===== config.mk =====
export PLATFORM = sky130hd
export DESIGN_NAME = pipelined_cla_adder_flat
export DESIGN_NICKNAME = d
export VERILOG_FILES = /design/src/rtl/pipelined_cla_adder_if.sv /design/src/rtl/pipelined_cla_adder.sv /design/src/flat_wrapper.sv
export SDC_FILE = /design/constraint.sdc
export NUM_CORES = 1
export LEC_CHECK = 0
export BUFFER_PORTS_ARGS = -buffer_cell sky130_fd_sc_hd__buf_2
export CORE_MARGIN = 2
export CORE_UTILIZATION = 30
export CTS_CLUSTER_SIZE = 8
export DETAILED_ROUTE_END_ITERATION = 12
export GPL_TIMING_DRIVEN = 0
export SYNTH_ARGS = -nofsm -noshare
export SYNTH_HDL_FRONTEND = slang
export SYNTH_SLANG_ARGS = --single-unit
export TNS_END_PERCENT = 5

===== constraint.sdc =====
create_clock -name clk -period 9.3 [get_ports clk]
set_input_delay 1.86 -clock clk [delete_from_list [all_inputs] [get_ports clk]]
set_output_delay 1.86 -clock clk [all_outputs]
set_load 0.01 [all_outputs]

===== src/rtl/pipelined_cla_adder_if.sv =====
// Valid/ready operand and result bundle for pipelined_cla_adder.
// The ovf signal exists only when PIPE_ADDER_OVF_EN is defined.
interface pipelined_cla_adder_if #(
    parameter int WIDTH = 32
);
    logic             in_valid;
    logic             in_ready;
    logic [WIDTH-1:0] a;
    logic [WIDTH-1:0] b;
    logic             cin;
    logic             sub;
    logic             out_valid;
    logic             out_ready;
    logic [WIDTH-1:0] s;
    logic             cout;
`ifdef PIPE_ADDER_OVF_EN
    logic             ovf;

    modport master (output in_valid, a, b, cin, sub, out_ready,
                    input  in_ready, out_valid, s, cout, ovf);
    modport slave  (input  in_valid, a, b, cin, sub, out_ready,
                    output in_ready, out_valid, s, cout, ovf);
`else
    modport master (output in_valid, a, b, cin, sub, out_ready,
                    input  in_ready, out_valid, s, cout);
    modport slave  (input  in_valid, a, b, cin, sub, out_ready,
                    output in_ready, out_valid, s, cout);
`endif
endinterface


===== src/rtl/pipelined_cla_adder.sv =====
// Pipelined carry-lookahead add/subtract: one BLOCK-bit CLA slice per stage, carry registered between
// stages, global valid/ready stall. Define PIPE_ADDER_OVF_EN to add the signed-overflow output.
module pipelined_cla_adder #(
    parameter int WIDTH = 32,
    parameter int BLOCK = 8
) (
    input  logic                 clk,
    input  logic                 rstn,
    pipelined_cla_adder_if.slave bus
);
    localparam int NBLK = WIDTH / BLOCK;

    if (WIDTH % BLOCK != 0) begin : g_param_check
        $error("pipelined_cla_adder: WIDTH (%0d) must be a multiple of BLOCK (%0d)", WIDTH, BLOCK);
    end

    // Returns {carry_out, sum}; every carry is expanded from generate/propagate terms and c0.
    function automatic logic [BLOCK:0] cla_slice(input logic [BLOCK-1:0] x,
                                                 input logic [BLOCK-1:0] y,
                                                 input logic             c0);
        logic [BLOCK-1:0] g;
        logic [BLOCK-1:0] p;
        logic [BLOCK:0]   c;
        logic             pp;
        g    = x & y;
        p    = x ^ y;
        c    = '0;
        c[0] = c0;
        for (int i = 0; i < BLOCK; i++) begin
            c[i+1] = g[i];
            pp     = p[i];
            for (int j = i - 1; j >= 0; j--) begin
                c[i+1] = c[i+1] | (pp & g[j]);
                pp     = pp & p[j];
            end
            c[i+1] = c[i+1] | (pp & c0);
        end
        return {c[BLOCK], p ^ c[BLOCK-1:0]};
    endfunction

    logic             adv;
    logic             out_valid;
    logic             v_in [NBLK];
    logic             c_in [NBLK];
    logic [WIDTH-1:0] a_in [NBLK];
    logic [WIDTH-1:0] b_in [NBLK];
    logic [WIDTH-1:0] s_in [NBLK];

    // The whole pipe moves as one; bubbles advance like ops rather than being squeezed out.
    assign adv           = !out_valid || bus.out_ready;
    assign bus.in_ready  = adv;
    assign bus.out_valid = out_valid;

    assign v_in[0] = bus.in_valid;
    assign c_in[0] = bus.cin ^ bus.sub;
    assign a_in[0] = bus.a;
    assign b_in[0] = bus.b ^ {WIDTH{bus.sub}};
    assign s_in[0] = '0;

    for (genvar k = 0; k < NBLK; k++) begin : g_stage
        logic [BLOCK:0]   res;
        logic [WIDTH-1:0] s_nxt;
        logic             v_q;

        assign res = cla_slice(a_in[k][BLOCK*k +: BLOCK], b_in[k][BLOCK*k +: BLOCK], c_in[k]);

        // NOTE: default the whole vector before patching one slice so no path leaves it unassigned.
        always_comb begin
            s_nxt                   = s_in[k];
            s_nxt[BLOCK*k +: BLOCK] = res[BLOCK-1:0];
        end

        // NOTE: clocked state uses <= so every stage samples its neighbour's pre-edge value.
        always_ff @(posedge clk or negedge rstn) begin
            if (!rstn)    v_q <= 1'b0;
            else if (adv) v_q <= v_in[k];
        end

        if (k < NBLK - 1) begin : g_mid
            logic             c_q;
            logic [WIDTH-1:0] s_q;
            logic [WIDTH-1:0] a_q;
            logic [WIDTH-1:0] b_q;

            // NOTE: inner data registers have no reset; the valid bit alone decides whether they matter.
            always_ff @(posedge clk) begin
                if (adv) begin
                    c_q <= res[BLOCK];
                    s_q <= s_nxt;
                    a_q <= a_in[k];
                    b_q <= b_in[k];
                end
            end

            assign v_in[k+1] = v_q;
            assign c_in[k+1] = c_q;
            assign s_in[k+1] = s_q;
            assign a_in[k+1] = a_q;
            assign b_in[k+1] = b_q;
        end else begin : g_last
            logic [WIDTH-1:0] s_q;
            logic             cout_q;

            always_ff @(posedge clk or negedge rstn) begin
                if (!rstn) begin
                    s_q    <= '0;
                    cout_q <= 1'b0;
                end else if (adv) begin
                    s_q    <= s_nxt;
                    cout_q <= res[BLOCK];
                end
            end

            assign out_valid = v_q;
            assign bus.s     = s_q;
            assign bus.cout  = cout_q;

`ifdef PIPE_ADDER_OVF_EN
            logic ovf_q;

            // Operands of equal sign whose sum flips sign; b is already inverted for subtract.
            always_ff @(posedge clk or negedge rstn) begin
                if (!rstn)    ovf_q <= 1'b0;
                else if (adv) ovf_q <= (a_in[k][WIDTH-1] == b_in[k][WIDTH-1]) &&
                                       (s_nxt[WIDTH-1] != a_in[k][WIDTH-1]);
            end

            assign bus.ovf = ovf_q;
`endif
        end
    end
endmodule


===== src/flat_wrapper.sv =====
// flat-port wrapper written by rule: the top's interface ports become plain ports
module pipelined_cla_adder_flat 
#(
    parameter int WIDTH = 32,
    parameter int BLOCK = 8
)
  (clk, rstn, bus_in_valid, bus_a, bus_b, bus_cin, bus_sub, bus_out_ready, bus_in_ready, bus_out_valid, bus_s, bus_cout);
  pipelined_cla_adder_if #(.WIDTH(WIDTH)) bus_i ();
  input  logic clk;
  input  logic rstn;
  input wire logic [$bits(bus_i.in_valid)-1:0] bus_in_valid;
  input wire logic [$bits(bus_i.a)-1:0] bus_a;
  input wire logic [$bits(bus_i.b)-1:0] bus_b;
  input wire logic [$bits(bus_i.cin)-1:0] bus_cin;
  input wire logic [$bits(bus_i.sub)-1:0] bus_sub;
  input wire logic [$bits(bus_i.out_ready)-1:0] bus_out_ready;
  output wire logic [$bits(bus_i.in_ready)-1:0] bus_in_ready;
  output wire logic [$bits(bus_i.out_valid)-1:0] bus_out_valid;
  output wire logic [$bits(bus_i.s)-1:0] bus_s;
  output wire logic [$bits(bus_i.cout)-1:0] bus_cout;
  assign bus_i.in_valid = bus_in_valid;
  assign bus_i.a = bus_a;
  assign bus_i.b = bus_b;
  assign bus_i.cin = bus_cin;
  assign bus_i.sub = bus_sub;
  assign bus_i.out_ready = bus_out_ready;
  assign bus_in_ready = bus_i.in_ready;
  assign bus_out_valid = bus_i.out_valid;
  assign bus_s = bus_i.s;
  assign bus_cout = bus_i.cout;
  pipelined_cla_adder #(.WIDTH(WIDTH), .BLOCK(BLOCK)) u_core (.clk(clk), .rstn(rstn), .bus(bus_i));
endmodule

==> results.cfg <==
[global_routing]
grt_pass1_vias = 3917
grt_max_degree = 72
grt_pass1_wl_microns = 20300
grt_overflow = 0
antenna_found_initial = 0
grt_usage_pct = 10.2

[placed_design]
routabilityCongestion = 0.775
post_dp_cell_area_sq_um = 8320
dp_hpwl_microns = 8510
place_inst = 857
io_buffer_count = 103
pre_cts_slack_ns = 4.02

[hold_path]
min-delay-start = u_core.g_stage[1].g_mid.b_q[29]$_DFFE_PP_
holdPathStages = 0
hold_class = flip-flop to flip-flop
hold_path_end = u_core.g_stage[2].g_mid.b_q[29]$_DFFE_PP_

[sta]
finalCritPeriodShare_pct = 55.7
layout_setup_ws_ns = 4.12
finalSetupViolations = 0
hold_viol = 0
skew_ns = 0.0107
max_freq_ghz = 0.193
worstMarginPinSlew_ns = 0.941
rsz0062_at_grt = no
finalHoldWorstSlack_ns = 0.416
slew_headroom_pct = 37.3
maxSlewViolCount = 0
setup_tns_ns = 0
period_minus_slack_ns = 5.18

[route]
drtAntennaViolNets = 0
dr.pass1.iters = 5
drcViolationCount = 0
dr_total_vias = 3721
via_per_inst = 4.19
wl_microns = 12400
wire_per_inst_microns = 14.0
drt_iter0_drc = 199

[synthesis]
synth_cell_type_count = 39
syn_area_sq_um = 7340
synth_ff_type = edfxtp_1
yosysWarnings = 0
synth_edf_count = 147
ys_ff_latch = 184
syn_area_per_cell_sq_um = 17.2
synthArstFlopShare_pct = 20.1
synth_cells = 428
synth_nets = 536
yosysSeqAreaShare_pct = 72.7

[pwr]
power_mw = 2.79
power_density_nw_per_um2 = 313
vdd_ir_drop_max_mv = 0.114
leakage_nw = 3.63

[cts]
cts-resized-gates = 0
clk_pin_slew_ns = 0.08
cts_setup_buffers = 0
cts_tree = done
cts_htree_levels = 4
clockBufferDepth = 2
postCtsHoldBufs = 0
ctsRootBufferMaster = clkbuf_16
cts_buffers = 17
clkLatencyLatePin_ns = 0.43
cts.sinks = 184

[setup_path]
r2r_cells = 4
endpoint_kind = primary output
cp.arrival_ns = 3.32
reg2reg_slack_ns = 7.01
crit_type = input port to primary output
crit_path_max_fanout = 30
r2r-end = u_core.g_stage[0].g_mid.s_q[6]$_DFFE_PP_
cp-start-kind = input port
r2r_start = u_core.bus.out_valid$_DFFE_PN0P_
cp.required_ns = 7.44

[layout]
antenna_cells = 0
stdcell_area_sq_um = 8910
drive_gt1_share_pct = 31.0
final_util_pct = 36.9
nNetsFinal = 660
final_cells = 889
area_growth_pct = 21.4

[floorplanning]
die_y_microns = 160
start_util_pct = 30.4
coreArea_sq_um = 24200
rows = 57
dieWidth_microns = 160
boundaryPins = 105
dieArea_sq_um = 25700

[outcome]
outcome = finished clean

[flow_run]
maxCapViolCount = 0
-- critical path, cell delays in order --
cell and delay [ns]:
buf_2 0.08, nand2b_1 0.09, clkbuf_1 0.49, clkbuf_4 0.58, buf_2 0.22
-- cell usage in the layout, fill, tap and decap left out, types with 3 or more instances in the layout --
| master | count |
|---|---|
| edfxtp_1 | 147 |
| buf_2 | 109 |
| xor2_1 | 42 |
| dfrtp_1 | 37 |
| ha_1 | 34 |
| mux2_2 | 28 |
| inv_1 | 21 |
| clkbuf_16 | 17 |
| xnor2_1 | 14 |
| a21oi_1 | 13 |
| a21o_1 | 12 |
| nor2_1 | 12 |
| nand2_1 | 7 |
| o21ai_0 | 6 |
| a31oi_1 | 5 |
| nand2b_1 | 4 |
| o21bai_1 | 4 |
| nor3_1 | 4 |
| fa_1 | 4 |
| inv_6 | 4 |
| inv_8 | 4 |
| o21ai_1 | 3 |
| a211oi_1 | 3 |
-- synth_stat cells (5+ instances only) --
library cell    n  share of area, %
edfxtp_1      147                60
xor2_1         42               5.0
dfrtp_1        37                13
ha_1           34               5.8
mux2_2         28               4.3
inv_1          21               1.1
xnor2_1        14               1.7
a21oi_1        13              0.89
a21o_1         12               1.2
nor2_1         12              0.61
nand2_1         7              0.36
buf_2           6              0.41
o21ai_0         6              0.41
a31oi_1         5              0.43
-- layout make-up --
class | count | area, sq um
sequential | 184 | 5340
buffer | 9 | 52.6
tap | 324 | 405
inverter | 21 | 78.8
timing repair buffer | 105 | 571
clock inverter | 14 | 163
multi-input combinational | 214 | 1870
clock buffer | 18 | 429
fill | 2272 | 15300
-- sequential cells by signal (all words and copies together) (netlist names) --
| register | flops |
|---|---|
| u_core.bus.cout | 1 |
| u_core.bus.out_valid | 1 |
| u_core.bus.s | 32 |
| u_core.g_stage.g_mid.a_q | 48 |
| u_core.g_stage.g_mid.b_q | 48 |
| u_core.g_stage.g_mid.c_q | 3 |
| u_core.g_stage.g_mid.s_q | 48 |
| u_core.g_stage.v_q | 3 |
-- power breakdown --
part           leakage, nW  internal, mW  switching, mW  total [mW]
Sequential            1.91          1.26         0.0989        1.36
Clock                0.285         0.405          0.328       0.733
Combinational         1.44         0.312          0.381       0.693
Total                 3.63          1.98          0.808        2.79
-- kinds of logic (layout without fill, tap and decap cells) --
family	after synthesis	in the layout	synth area share (%)
multiplexers	28	28	4.30
AO/OA/AOI/OAI	53	53	4.72
adder cells (fa/ha/maj)	38	38	6.89
XOR/XNOR	57	57	6.90
buffers and inverters	30	167	1.74
flip-flops	184	184	72.7
AND/OR/NAND/NOR	38	38	2.71
-- per-layer routing --
| metal | track usage [%] | vias to the layer above | routed length (microns) |
|---|---|---|---|
| li1 | - | 1828 | - |
| met5 | 0 | - | 0 |
| met2 | 17.2 | 74 | 6140 |
| met3 | 2.32 | 17 | 429 |
| met4 | 4.83 | 0 | 287 |
| met1 | 12.3 | 1802 | 5580 |
-- worst max-delay path by stage --
| stage | slack [ns] | cells after the start | start | endpoint |
|---|---|---|---|---|
| after detailed placement | 4.02 | 5 | bus_out_ready | bus_in_ready |
| after global placement | -1.59 | 5 | bus_out_ready | bus_in_ready |
| after floorplan | 0.93 | 3 | bus_out_ready | bus_in_ready |
| after CTS | 4.03 | 5 | bus_out_ready | bus_in_ready |
| after global routing | 3.93 | 5 | bus_out_ready | bus_in_ready |
| final | 4.12 | 5 | bus_out_ready | bus_in_ready |
(Power assumes the default switching activity.)
